## src/rtl/joy_pkg.sv

```systemverilog
// Shared definitions for the joystick direction/fire conditioner:
// direction bit positions, run-time modes and the per-mode allow masks.
package joy_pkg;

  localparam int DIR_RIGHT = 0;
  localparam int DIR_LEFT  = 1;
  localparam int DIR_DOWN  = 2;
  localparam int DIR_UP    = 3;

  localparam int AF_W = 8;

  typedef enum logic [1:0] {
    JM_8WAY = 2'd0,
    JM_4WAY = 2'd1,
    JM_2H   = 2'd2,
    JM_2V   = 2'd3
  } joy_mode_t;

  localparam logic [3:0] ALLOW_MASK [4] = '{4'b1111, 4'b1111, 4'b0011, 4'b1100};

  // Newest-press winner when several directions rise together: up > down > left > right.
  function automatic logic [3:0] prio_onehot(input logic [3:0] r);
    prio_onehot = 4'b0000;
    if (r[DIR_UP])         prio_onehot[DIR_UP]    = 1'b1;
    else if (r[DIR_DOWN])  prio_onehot[DIR_DOWN]  = 1'b1;
    else if (r[DIR_LEFT])  prio_onehot[DIR_LEFT]  = 1'b1;
    else if (r[DIR_RIGHT]) prio_onehot[DIR_RIGHT] = 1'b1;
  endfunction

endpackage

```

## src/rtl/joy_dir_filter_chan.sv

```systemverilog
// One player channel: synchronised direction filter (8-way/4-way/2-way with
// SOCD handling) plus NUM_FIRE autofire slices sharing the tick strobe.
module joy_dir_chan
  import joy_pkg::*;
#(
  parameter int NUM_FIRE     = 2,
  parameter int AF_TICKS     = 4,
  parameter int SOCD_NEUTRAL = 1
) (
  input  logic                clk,
  input  logic                reset_n,
  input  logic                tick,
  input  logic [1:0]          mode,
  input  logic [NUM_FIRE-1:0] af_en,
  input  logic [3:0]          dir_in,
  input  logic [NUM_FIRE-1:0] fire_in,
  output logic [3:0]          dir_out,
  output logic [NUM_FIRE-1:0] fire_out
);

  localparam logic [AF_W-1:0] AF_LAST = AF_W'(AF_TICKS - 1);

  logic [3:0] s1, s2, mask;
  joy_mode_t  mode_q;
  logic [3:0] allow, v, r, socd, mask_next, dir_next;

  logic [NUM_FIRE-1:0] fs, af_phase;
  logic [AF_W-1:0]     af_cnt [NUM_FIRE];

  always_comb begin
    allow = ALLOW_MASK[mode_q];
    v     = s1 & allow;
    r     = s1 & ~s2 & allow;

    socd = s1;
    if (SOCD_NEUTRAL != 0) begin
      if (s1[DIR_UP] && s1[DIR_DOWN]) begin
        socd[DIR_UP]   = 1'b0;
        socd[DIR_DOWN] = 1'b0;
      end
      if (s1[DIR_LEFT] && s1[DIR_RIGHT]) begin
        socd[DIR_LEFT]  = 1'b0;
        socd[DIR_RIGHT] = 1'b0;
      end
    end

    mask_next = mask;
    dir_next  = 4'b0000;
    if (mode_q == JM_8WAY) begin
      mask_next = 4'b1111;
      dir_next  = socd;
    end else begin
      // A fresh press steals the mask; losing the active direction reopens it.
      if (r != 4'b0000)             mask_next = prio_onehot(r);
      else if ((v & mask) == 4'b0000) mask_next = 4'b1111;
      dir_next = v & mask_next;
    end
  end

  always_ff @(posedge clk or negedge reset_n) begin
    if (!reset_n) begin
      s1      <= 4'b0000;
      s2      <= 4'b0000;
      mask    <= 4'b1111;
      mode_q  <= JM_8WAY;
      dir_out <= 4'b0000;
    end else begin
      s1     <= dir_in;
      s2     <= s1;
      mode_q <= joy_mode_t'(mode);
      // Blank one cycle on a mode change so no stale mask leaks across modes.
      if (mode != mode_q) begin
        mask    <= 4'b1111;
        dir_out <= 4'b0000;
      end else begin
        mask    <= mask_next;
        dir_out <= dir_next;
      end
    end
  end

  always_ff @(posedge clk or negedge reset_n) begin
    if (!reset_n) begin
      fs       <= '0;
      af_phase <= '1;
      fire_out <= '0;
      for (int i = 0; i < NUM_FIRE; i++) af_cnt[i] <= '0;
    end else begin
      fs <= fire_in;
      for (int i = 0; i < NUM_FIRE; i++) begin
        fire_out[i] <= fs[i] & (af_en[i] ? af_phase[i] : 1'b1);
        if (!fs[i]) begin
          af_cnt[i]   <= '0;
          af_phase[i] <= 1'b1;
        end else if (tick) begin
          if (af_cnt[i] == AF_LAST) begin
            af_cnt[i]   <= '0;
            af_phase[i] <= ~af_phase[i];
          end else begin
            af_cnt[i] <= af_cnt[i] + AF_W'(1);
          end
        end
      end
    end
  end

endmodule

```

## src/rtl/joy_dir_filter.sv

```systemverilog
// Multi-player joystick conditioner: one joy_dir_chan per player, all outputs
// registered, two-edge latency from input to output.
module joy_dir_filter
  import joy_pkg::*;
#(
  parameter int NUM_PLAYERS  = 2,
  parameter int NUM_FIRE     = 2,
  parameter int AF_TICKS     = 4,
  parameter int SOCD_NEUTRAL = 1
) (
  input  logic                            clk,
  input  logic                            reset_n,
  input  logic                            tick,
  input  logic [2*NUM_PLAYERS-1:0]        mode,
  input  logic [NUM_FIRE*NUM_PLAYERS-1:0] af_en,
  input  logic [4*NUM_PLAYERS-1:0]        dir_in,
  input  logic [NUM_FIRE*NUM_PLAYERS-1:0] fire_in,
  output logic [4*NUM_PLAYERS-1:0]        dir_out,
  output logic [NUM_FIRE*NUM_PLAYERS-1:0] fire_out
);

  for (genvar p = 0; p < NUM_PLAYERS; p++) begin : g_player
    joy_dir_chan #(
      .NUM_FIRE     (NUM_FIRE),
      .AF_TICKS     (AF_TICKS),
      .SOCD_NEUTRAL (SOCD_NEUTRAL)
    ) u_chan (
      .clk      (clk),
      .reset_n  (reset_n),
      .tick     (tick),
      .mode     (mode[2*p +: 2]),
      .af_en    (af_en[NUM_FIRE*p +: NUM_FIRE]),
      .dir_in   (dir_in[4*p +: 4]),
      .fire_in  (fire_in[NUM_FIRE*p +: NUM_FIRE]),
      .dir_out  (dir_out[4*p +: 4]),
      .fire_out (fire_out[NUM_FIRE*p +: NUM_FIRE])
    );
  end

endmodule

```

## config.mk

```make
export PLATFORM = sky130hd
export DESIGN_NAME = joy_dir_filter
export DESIGN_NICKNAME = d
export VERILOG_FILES = /design/src/rtl/joy_pkg.sv /design/src/rtl/joy_dir_filter_chan.sv /design/src/rtl/joy_dir_filter.sv
export SDC_FILE = /design/constraint.sdc
export NUM_CORES = 1
export LEC_CHECK = 0
export ABC_AREA = 0
export BUFFER_PORTS_ARGS = -buffer_cell sky130_fd_sc_hd__buf_2
export CAP_MARGIN = 5
export CORE_UTILIZATION = 61
export DETAILED_ROUTE_END_ITERATION = 8
export GPL_TIMING_DRIVEN = 0
export PLACE_DENSITY = 0.81
export SLEW_MARGIN = 20
export SYNTH_ARGS = -nofsm -noshare
export SYNTH_HDL_FRONTEND = slang
export SYNTH_SLANG_ARGS = --single-unit
```

## constraint.sdc

```tcl
create_clock -name clk -period 3.4 [get_ports clk]
set_input_delay 0.51 -clock clk [delete_from_list [all_inputs] [get_ports clk]]
set_output_delay 0.51 -clock clk [all_outputs]
set_load 0.05 [all_outputs]
```

==> flow_summary.toml, run 1 <==
[layout]
area_growth_pct = 13.80
layout.nets = 405
n_fill_cell = 394
drive_above_1_share_pct = 18.80
diodes = 0

[worst_setup_path]
cp-end-kind = "flop"
crit_start = "g_player[1].u_chan.af_cnt[8]"
worst-setup-path-type = "flop to flop"
required_ns = 3.63
startpoint_type = "flop"
crit_arrival_ns = 2.08
cp_max_fo = 4
r2r-start = "g_player[1].u_chan.af_cnt[8]"

[floorplanning]
io_pins = 35
die_h_um = 78.23
core_area_um2 = 5540
die-area_um2 = 6120
rows = 27
fp.dieW_um = 78.23
start_util_pct = 63.98

[route]
via_per_inst = 5.780
drc = 0
post_drt_wl_per_cell_um = 14.26
drt-pass1-iter-count = 4
ant_nets = 0
num_vias = 2630
wl_mm = 6.488
first_iter_violations = 105

[power_and_ir_drop]
combPwrFrac_pct = 10.5
clkPwrFrac_pct = 35.9
p_total_w = 0.001925
powerDensity_nw_per_um2 = 477.2
ir_worst_vdd_mv = 0.3640
p_switching_w = 0.0004774
p_leak_nw = 1.904
switching_share_pct = 24.80
p_seq_share_pct = 53.6
p_int_w = 0.001447

[min_path]
min-delay-path-class = "input pin to async pin"

[synthesis]
synth_cell_type_count = 50
yosysSeqAreaShare_pct = 56.90
ys_ff_latch = 80
synth-edff-count = 0
synth_area_um2 = 3545
postSynthAreaPerCell_um2 = 10.68
syn-num-nets = 359
yosys-top-cells-count = "dfrtp_1, nor2_1, nand2_1"
synth-main-ff-cell = "dfrtp_1"
synth_area_leaders = "dfrtp_1, dfstp_2, xor2_1"
yosys_warnings = 0
yosysMostFrequentCell = "dfrtp_1"
synthCells = 332
yosysTopAreaCell = "dfrtp_1"
synth_top_area_share_pct = 48.01
synthArstFlopShare_pct = 100.0

[cts]
clock-sinks = 80
cts_hold_buf = 0
path_clk_slew_ns = 0.08
postCtsSetupRepairBufs = 0
ctsHtreeMaxLevel = 3
clk_latency_ns = 0.35
cts_tree = "yes"
numCtsBuffers = 9
post_cts_resized = 0
cts-root-buf = "clkbuf_8"
clockBufferDepth = 2

[sta]
finClkSkew_ns = 0.01153
period_minus_slack_ns = 1.856
final-setup-viol-count = 0
rsz0062_at_grt = "false"
finalSetupTns_ns = 0
worst_pin_slew_ns = 0.4724
fmax_mhz = 538.8
drv_slew = 0
fin_crit_sh_pct = 54.59
slew_headroom_pct = 68.51
final-hold-violation-count = 0

[global_routing]
grt_overflow = 0
grt_max_degree = 61
grt_pass1_wl_mm = 11.54
grtUsageTotal_pct = 24.60
grt_pass1_vias = 2722
antenna_found_initial = 0

[run_status]
outcome = "finished, final reports clean"

[placement]
place_congestion = 0.9012
port_buffers = 34
hpwlAfterDp_mm = 4.598

[job]
max_cap_violations = 0
==> area by class of cell <==
type                    instances  area [µm²]  area share (%)
plain buffers                   5       21.27          0.5273
clock buffers                  13       158.9           3.939
clock inverters                 3       40.04          0.9926
inverters                      17       63.81           1.582
multi-input cells             230        1443           35.76
flip-flops and latches         80        2017           50.00
well taps                      72       90.09           2.233
repair buffers                 35       200.2           4.963
==> placed cells by master (no fill, tap or decap), types with 3 or more instances in the layout <==
| cell type | netlist | final |
|---|---|---|
| nor3_1 | 10 | 10 |
| nand2b_1 | 8 | 8 |
| nand3_1 | 10 | 10 |
| a21oi_1 | 16 | 16 |
| o2111ai_1 | 5 | 5 |
| clkbuf_1 | 3 | 5 |
| nand2_1 | 31 | 31 |
| xor2_1 | 17 | 17 |
| o211a_1 | 6 | 6 |
| o21a_1 | 4 | 4 |
| nand4_1 | 10 | 10 |
| dfrtp_1 | 68 | 68 |
| dfstp_2 | 12 | 12 |
| o21ai_0 | 7 | 7 |
| ha_1 | 4 | 4 |
| inv_1 | 17 | 17 |
| or2_2 | 3 | 3 |
| o211ai_1 | 6 | 6 |
| xnor2_1 | 6 | 6 |
| or3_1 | 7 | 7 |
| clkbuf_8 | 0 | 11 |
| buf_2 | 2 | 35 |
| nor2b_1 | 7 | 7 |
| nor2_1 | 33 | 33 |
| o31ai_1 | 3 | 3 |
| a22oi_1 | 4 | 4 |
==> stage by stage <==
step	instance area (µm²)	setup slack (ns)	hold WS (ns)	instances	utilization [%]
2_1_floorplan	3545	1.755	0.2144	332	-
6_report	4034	1.544	0.03879	455	72.81
4_1_cts	4034	1.526	0.03775	455	72.81
3_3_place_gp	3805	1.332	0.4081	438	68.68
3_5_place_dp	3835	1.545	0.4063	439	69.22
5_1_grt	4034	1.377	0.04007	455	72.81
==> per-layer routing <==
metal | wire length, µm | track usage (%)
met1 | 2923 | 29.19
met3 | 246 | 7.442
met4 | 123 | 10.74
met5 | 0 | 0
met2 | 3194 | 41.40
==> logic make-up after synthesis <==
| group | count (synthesis) | share of synthesized area, % |
|---|---|---|
| buffers and inverters | 22 | 2.400 |
| adders and majority gates | 4 | 1.412 |
| xor gates and xnor gates | 23 | 5.683 |
| DFF | 80 | 56.90 |
| muxes | 1 | 0.2824 |
| AOI/OAI and AO/OA | 71 | 14.68 |
| and+or+nand+nor | 131 | 18.64 |
==> registers in the layout (all words and copies together) (netlist names), 8 cells and up <==
signal                   flops
g_player.u_chan.af_cnt      32
g_player.u_chan.s1           8
g_player.u_chan.dir_out      8
g_player.u_chan.mask         8
g_player.u_chan.s2           8
==> critical path: stages (launching register included) <==
cell	delay, ns
dfrtp_1	0.39
ha_1	0.19
or4b_1	0.47
nor4_2	0.28
nand2_1	0.14
nand2_1	0.19
nor2_1	0.07
==> worst paths after layout <==
kind                                                  endpoint  depth (start not counted)  slack, ns
worst max register to register   g_player[1].u_chan.af_cnt[14]                          6       1.54
worst min-delay path             g_player[1].u_chan.dir_out[3]                          1       0.04
max in group asynchronous       g_player[0].u_chan.af_phase[0]                          2       2.74
worst min register to register  g_player[1].u_chan.af_phase[1]                          1       0.42
worst max-delay path             g_player[1].u_chan.af_cnt[14]                          6       1.54
min in group clk                      g_player[0].u_chan.fs[1]                          1       0.26
==> power by group through the flow <==
stage                     combinational, W  clock [W]  sequential [W]
after floorplan                   0.000104          0         0.00107
after global placement            0.000190          0         0.00105
after detailed placement          0.000203          0         0.00105
after CTS                         0.000204   0.000712         0.00103
after global routing              0.000228   0.000747         0.00104
final                             0.000202   0.000690         0.00103
Power figures use the tool's default switching activity.
==> inputs of run 2 (changes only) <==
--- a/config.mk
+++ b/config.mk
@@ -8,10 +8,10 @@
 export ABC_AREA = 0
 export BUFFER_PORTS_ARGS = -buffer_cell sky130_fd_sc_hd__buf_2
 export CAP_MARGIN = 5
-export CORE_UTILIZATION = 61
+export CORE_UTILIZATION = 53
 export DETAILED_ROUTE_END_ITERATION = 8
 export GPL_TIMING_DRIVEN = 0
-export PLACE_DENSITY = 0.81
+export PLACE_DENSITY = 0.75
 export SLEW_MARGIN = 20
 export SYNTH_ARGS = -nofsm -noshare
 export SYNTH_HDL_FRONTEND = slang
==> constraint.sdc (replaced) <==
create_clock -name clk -period 1.7 [get_ports clk]
set_input_delay 0.255 -clock clk [delete_from_list [all_inputs] [get_ports clk]]
set_output_delay 0.255 -clock clk [all_outputs]
set_load 0.05 [all_outputs]
==> run 2 against run 1 <==
- the flow now finishes with violations (negative setup slack)
- sequential power increased by 100%
- worst hold slack got worse by 0.019 ns
- clock skew decreased by 0.0064 ns
- die area increased by 15%
- global-route usage decreased by 3.2 points
- sequential share of layout area decreased by 4.9 points
- cell count increased by 7.5%
==> flow_summary.toml, run 2 (synthesis results as in run 1) <==
[run_status]
outcome = "finished, violations left"
violations = "negative setup slack"

[floorplanning]
start_util_pct = 55.51
core_area_um2 = 6386
die_h_um = 83.78
io_pins = 35
rows = 29
fp.dieW_um = 83.78
die-area_um2 = 7019

[power_and_ir_drop]
ir_worst_vdd_mv = 0.8419
powerDensity_nw_per_um2 = 872.4
p_total_w = 0.003899
p_leak_nw = 2.065

[cts]
clock-sinks = 80
cts-root-buf = "clkbuf_8"
cts_tree = "yes"
clockBufferDepth = 2
numCtsBuffers = 9
path_clk_slew_ns = 0.08
clk_latency_ns = 0.35
ctsHtreeMaxLevel = 3

[worst_setup_path]
cp_max_fo = 3
r2r_cells = 7
crit_arrival_ns = 1.96
cp-end-kind = "flop"
rrSetupSlack_ns = -0.02
timing.rr.end = "g_player[1].u_chan.af_cnt[10]"
worst-setup-path-type = "flop to flop"
r2r-start = "g_player[1].u_chan.af_cnt[8]"
startpoint_type = "flop"
required_ns = 1.94
crit_start = "g_player[1].u_chan.af_cnt[8]"

[route]
num_vias = 2726
first_iter_violations = 174
post_drt_wl_per_cell_um = 14.49
drt-pass1-iter-count = 4
ant_nets = 0
drc = 0
wl_mm = 7.086
via_per_inst = 5.575

[layout]
utilization_pct = 69.98
largest_register_ffs = 32
area_growth_pct = 26.09
fin_area_um2 = 4469
layout.nets = 434
mostFrequentLayoutCells = "dfrtp_1, buf_2, nand2_1"
n_fill_cell = 473
drive_above_1_share_pct = 29.13
diodes = 0
instances_no_fill = 489
final_common_cell = "dfrtp_1"
top_register = "g_player.u_chan.af_cnt"

[sta]
finClkSkew_ns = 0.005114
hold_slack_ns = 0.01932
worst_pin_slew_ns = 0.5849
slew_headroom_pct = 61.01
final-hold-violation-count = 0
period_minus_slack_ns = 1.722
worst_slack_ns = -0.02246
fmax_mhz = 580.6
drv_slew = 0
rsz0062_at_grt = "true"
fin_crit_sh_pct = 101.3
final-setup-viol-count = 4

[min_path]
whs_path_depth = 1
hold_end = "g_player[1].u_chan.fs[0]"
hold_path.startpoint = "fire_in[2]"
min-delay-path-class = "input pin to flop"

[placement]
place_congestion = 0.8604
post_dp_cell_area_um2 = 3841
port_buffers = 34
place_inst = 444
hpwlAfterDp_mm = 4.453

[global_routing]
grt_overflow = 0
antenna_found_initial = 0
grt_pass1_wl_mm = 11.92
grtUsageTotal_pct = 21.44
grt_pass1_vias = 2739
grt_max_degree = 48

[job]
max_cap_violations = 0
run 2: changes by cell type in the layout (fill, tap and decap cells not counted), moves of 3 or more:
cell / change
buf_4: +16
dlygate4sd3_1: +12
nor2_1: -6
nor2_2: +5
buf_6: +3
ha_1: -3
ha_2: +3
nand2_1: -3
o21ai_2: +3
or3_1: -3
or3_4: +3
run 2: worst max-delay path by stage:
stage | end | cells after the start
finish | g_player[1].u_chan.af_cnt[10] | 7
global placement | g_player[1].u_chan.af_cnt[6] | 1
floorplan | g_player[0].u_chan.af_phase[1] | 5
global route | g_player[1].u_chan.af_phase[0] | 6
CTS | g_player[1].u_chan.af_cnt[11] | 6
detailed placement | g_player[1].u_chan.af_cnt[14] | 6
run 2: area by class of cell:
class,instances,area (µm²),area share [%]
Multi-Input combinational cell,230,1627,36.39
Inverter,17,63.81,1.428
Tap cell,77,96.34,2.156
Clock buffer,12,135.1,3.024
Buffer,5,33.78,0.7559
Sequential cell,80,2017,45.13
Timing Repair Buffer,64,451.7,10.11
Clock inverter,4,45.04,1.008
run 2: report_power, final:
part	switching, W	internal (W)
clock	0.000635	0.000673
combinational	0.000305	0.000223
sequential	0.0000635	0.00200
total	0.00100	0.00290
run 2: repair_timing:
item | 4_1_cts | 5_1_grt
setup endpoints to repair | 22 | 23
resized for setup | 14 | 33
hold buffers | 12 | 0
pin swaps | 3 | 16
setup buffers | 9 | 8
endpoints found under the hold margin | 37 | 0
run 2: through the flow:
step	worst slack, ns	setup TNS [ns]
after global routing	-0.1023	-1.046
final	-0.02246	-0.04363
after detailed placement	-0.1305	-0.9792
after floorplan	0.05468	0
after CTS	0.001943	0
after global placement	-0.1534	-10.95
run 2: metal layers:
metal  GRT usage (%)  wire length [µm]  vias to the layer above
li1                -                 -                     1337
met1           25.40              3007                     1317
met2           36.66              3707                       58
met3           5.143               250                       14
met4           10.32               121                        0
met5               0                 0                        -
run 2: critical path, cell delays in order, from the launching register on:
cell,delay [ns]
dfrtp_1,0.37
ha_2,0.18
or4b_4,0.47
nor4_4,0.23
buf_4,0.17
nor3_1,0.04
a21oi_1,0.11
nor2_1,0.05
==> inputs of run 3 (changes only) <==
--- a/config.mk
+++ b/config.mk
@@ -6,12 +6,12 @@
 export NUM_CORES = 1
 export LEC_CHECK = 0
 export ABC_AREA = 0
-export BUFFER_PORTS_ARGS = -buffer_cell sky130_fd_sc_hd__buf_2
 export CAP_MARGIN = 5
-export CORE_UTILIZATION = 53
+export CORE_UTILIZATION = 55
 export DETAILED_ROUTE_END_ITERATION = 8
+export DONT_BUFFER_PORTS = 1
 export GPL_TIMING_DRIVEN = 0
-export PLACE_DENSITY = 0.75
+export PLACE_DENSITY = 0.72
 export SLEW_MARGIN = 20
 export SYNTH_ARGS = -nofsm -noshare
 export SYNTH_HDL_FRONTEND = slang
==> run 3 against run 2 <==
- maximum frequency increased by 0.95%
- clock power increased by 4%
- routed wire length decreased by 3.7%
- critical endpoint is now g_player[1].u_chan.af_cnt[0]
- sequential cell count unchanged
- worst hold slack got worse by 0.42 ns
- the run ends with negative hold slack, negative setup slack left
- sequential power increased by 3%
- clock skew increased by 0.00092 ns
- combinational power decreased by 32%
==> flow_summary.toml, run 3 (synthesis results as in run 1) <==
[placement]
post_dp_cell_area_um2 = 3638
port_buffers = 0
place_inst = 407
place_ws_ns = -0.1154
place_congestion = 0.8885
hpwlAfterDp_mm = 4.182

[worst_setup_path]
worst-path-buf-inv = 1
worst-setup-path-type = "flop to flop"
startpoint_type = "flop"
critPathTopFamily = "simple AND/OR/NAND/NOR gates"
required_ns = 1.93
rrSetupSlack_ns = -0.006
cp-end-kind = "flop"
slowest_stage = "or4_4"
path_cells = "or4_4, nor3_4, buf_4, a211oi_1, a21oi_1, nor2_1"
r2r_cells = 6
r2r-start = "g_player[1].u_chan.af_cnt[5]"
crit_arrival_ns = 1.93
max_stage_delay_ns = 0.54
cp_max_fo = 4
timing.rr.end = "g_player[1].u_chan.af_cnt[0]"

[power_and_ir_drop]
ir_worst_vdd_mv = 0.7652
p_leak_nw = 1.915
powerDensity_nw_per_um2 = 891.9
p_total_w = 0.003845

[floorplanning]
start_util_pct = 58.48
io_pins = 35
die_h_um = 82.28
core_area_um2 = 6061
fp.dieW_um = 82.28
die-area_um2 = 6770
rows = 28

[layout]
top_register = "g_player.u_chan.af_cnt"
drive_above_1_share_pct = 21.09
diodes = 0
area_growth_pct = 21.64
fin_area_um2 = 4312
final_common_cell = "dfrtp_1"
instances_no_fill = 459
mostFrequentLayoutCells = "dfrtp_1, nor2_1, nand2_1"
layout.nets = 407
largest_register_ffs = 32

[route]
drc = 0
via_per_inst = 5.767
num_vias = 2647
drt-pass1-iter-count = 5
post_drt_wl_per_cell_um = 14.87
ant_nets = 0
wl_mm = 6.826
first_iter_violations = 116

[sta]
finClkSkew_ns = 0.006035
fmax_mhz = 586.1
final-hold-violation-count = 80
hold_slack_ns = -0.3995
worst_pin_slew_ns = 0.5720
period_minus_slack_ns = 1.706
drv_slew = 0
slew_headroom_pct = 61.87
worst_slack_ns = -0.006206
final-setup-viol-count = 2
rsz0062_at_grt = "true"
fin_crit_sh_pct = 100.4

[global_routing]
grtUsageTotal_pct = 21.87
antenna_found_initial = 0
grt_pass1_vias = 2546
grt_pass1_wl_mm = 11.07
grt_max_degree = 81
grt_overflow = 0

[cts]
cts_hold_buf = 19
clk_latency_ns = 0.34
numCtsBuffers = 9
clock-sinks = 80
path_clk_slew_ns = 0.08
cts-root-buf = "clkbuf_8"
ctsHtreeMaxLevel = 3
clockBufferDepth = 2
cts_tree = "yes"

[min_path]
min-delay-path-class = "input pin to async pin"

[run_status]
violations = "negative hold slack, negative setup slack"
outcome = "finished, violations left"

[job]
max_cap_violations = 0
==> run 3: cell count changes in the layout (fill, tap and decap cells not counted), sizes merged <==
cell,delta
buf,-34
clkbuf,-2
clkinv,-2
clkinvlp,+3
dlygate4sd3,+7
==> run 3: what timing repair did <==
action / CTS / global route
resized for setup: 13 / 24
pin swaps: 9 / 15
setup buffers: 5 / 13
setup endpoints to repair: 24 / 25
hold endpoints to repair: 99 / 80
==> run 3: worst max-delay path by stage <==
stage,depth (start not counted),startpoint,slack (ns),end
2_1_floorplan,5,g_player[0].u_chan.af_cnt[0],0.05,g_player[0].u_chan.af_phase[1]
3_3_place_gp,6,g_player[1].u_chan.af_cnt[8],-0.11,g_player[1].u_chan.af_cnt[11]
3_5_place_dp,6,g_player[1].u_chan.af_cnt[8],-0.12,g_player[1].u_chan.af_cnt[15]
4_1_cts,6,g_player[1].u_chan.af_cnt[9],-0.04,g_player[1].u_chan.af_cnt[11]
5_1_grt,7,g_player[1].u_chan.af_cnt[9],-0.1,g_player[1].u_chan.af_cnt[8]
6_report,6,g_player[1].u_chan.af_cnt[5],-0.006,g_player[1].u_chan.af_cnt[0]
==> run 3: area by class of cell <==
class / count / area (µm²)
clock inverters: 5 / 57.56
clock buffers: 10 / 137.6
fillers: 419 / 1749
repair buffers: 37 / 325.3
well taps: 75 / 93.84
flip-flops and latches: 80 / 2018
inverters: 17 / 63.81
multi-input cells: 230 / 1585
plain buffers: 5 / 30.03
==> run 3: power by group <==
part / switching [W] / total (W) / internal (W)
Clock: 0.000657 / 0.00136 / 0.000707
Combinational: 0.000184 / 0.000361 / 0.000177
Sequential: 0.000123 / 0.00212 / 0.00200
==> run 3: stage by stage <==
| step | utilization, % | hold slack, ns | setup TNS (ns) |
|---|---|---|---|
| 2_1_floorplan | - | -0.04059 | 0 |
| 3_3_place_gp | 60.03 | -0.03891 | -0.8581 |
| 3_5_place_dp | 60.03 | -0.03873 | -1.080 |
| 4_1_cts | 68.08 | -0.4220 | -0.1671 |
| 5_1_grt | 71.14 | -0.4258 | -0.9211 |
| 6_report | 71.14 | -0.3995 | -0.007419 |
==> run 3: routing by layer <==
metal  track usage, %  part of all wire (%)  wire length [µm]  up-vias
li1                 -                     -                 -     1284
met5                0                     0                 0        -
met2            36.53                    50              3434       58
met3            5.714                   3.4               234        9
met1            26.85                    45              3069     1296
met4            9.123                   1.3                88        0
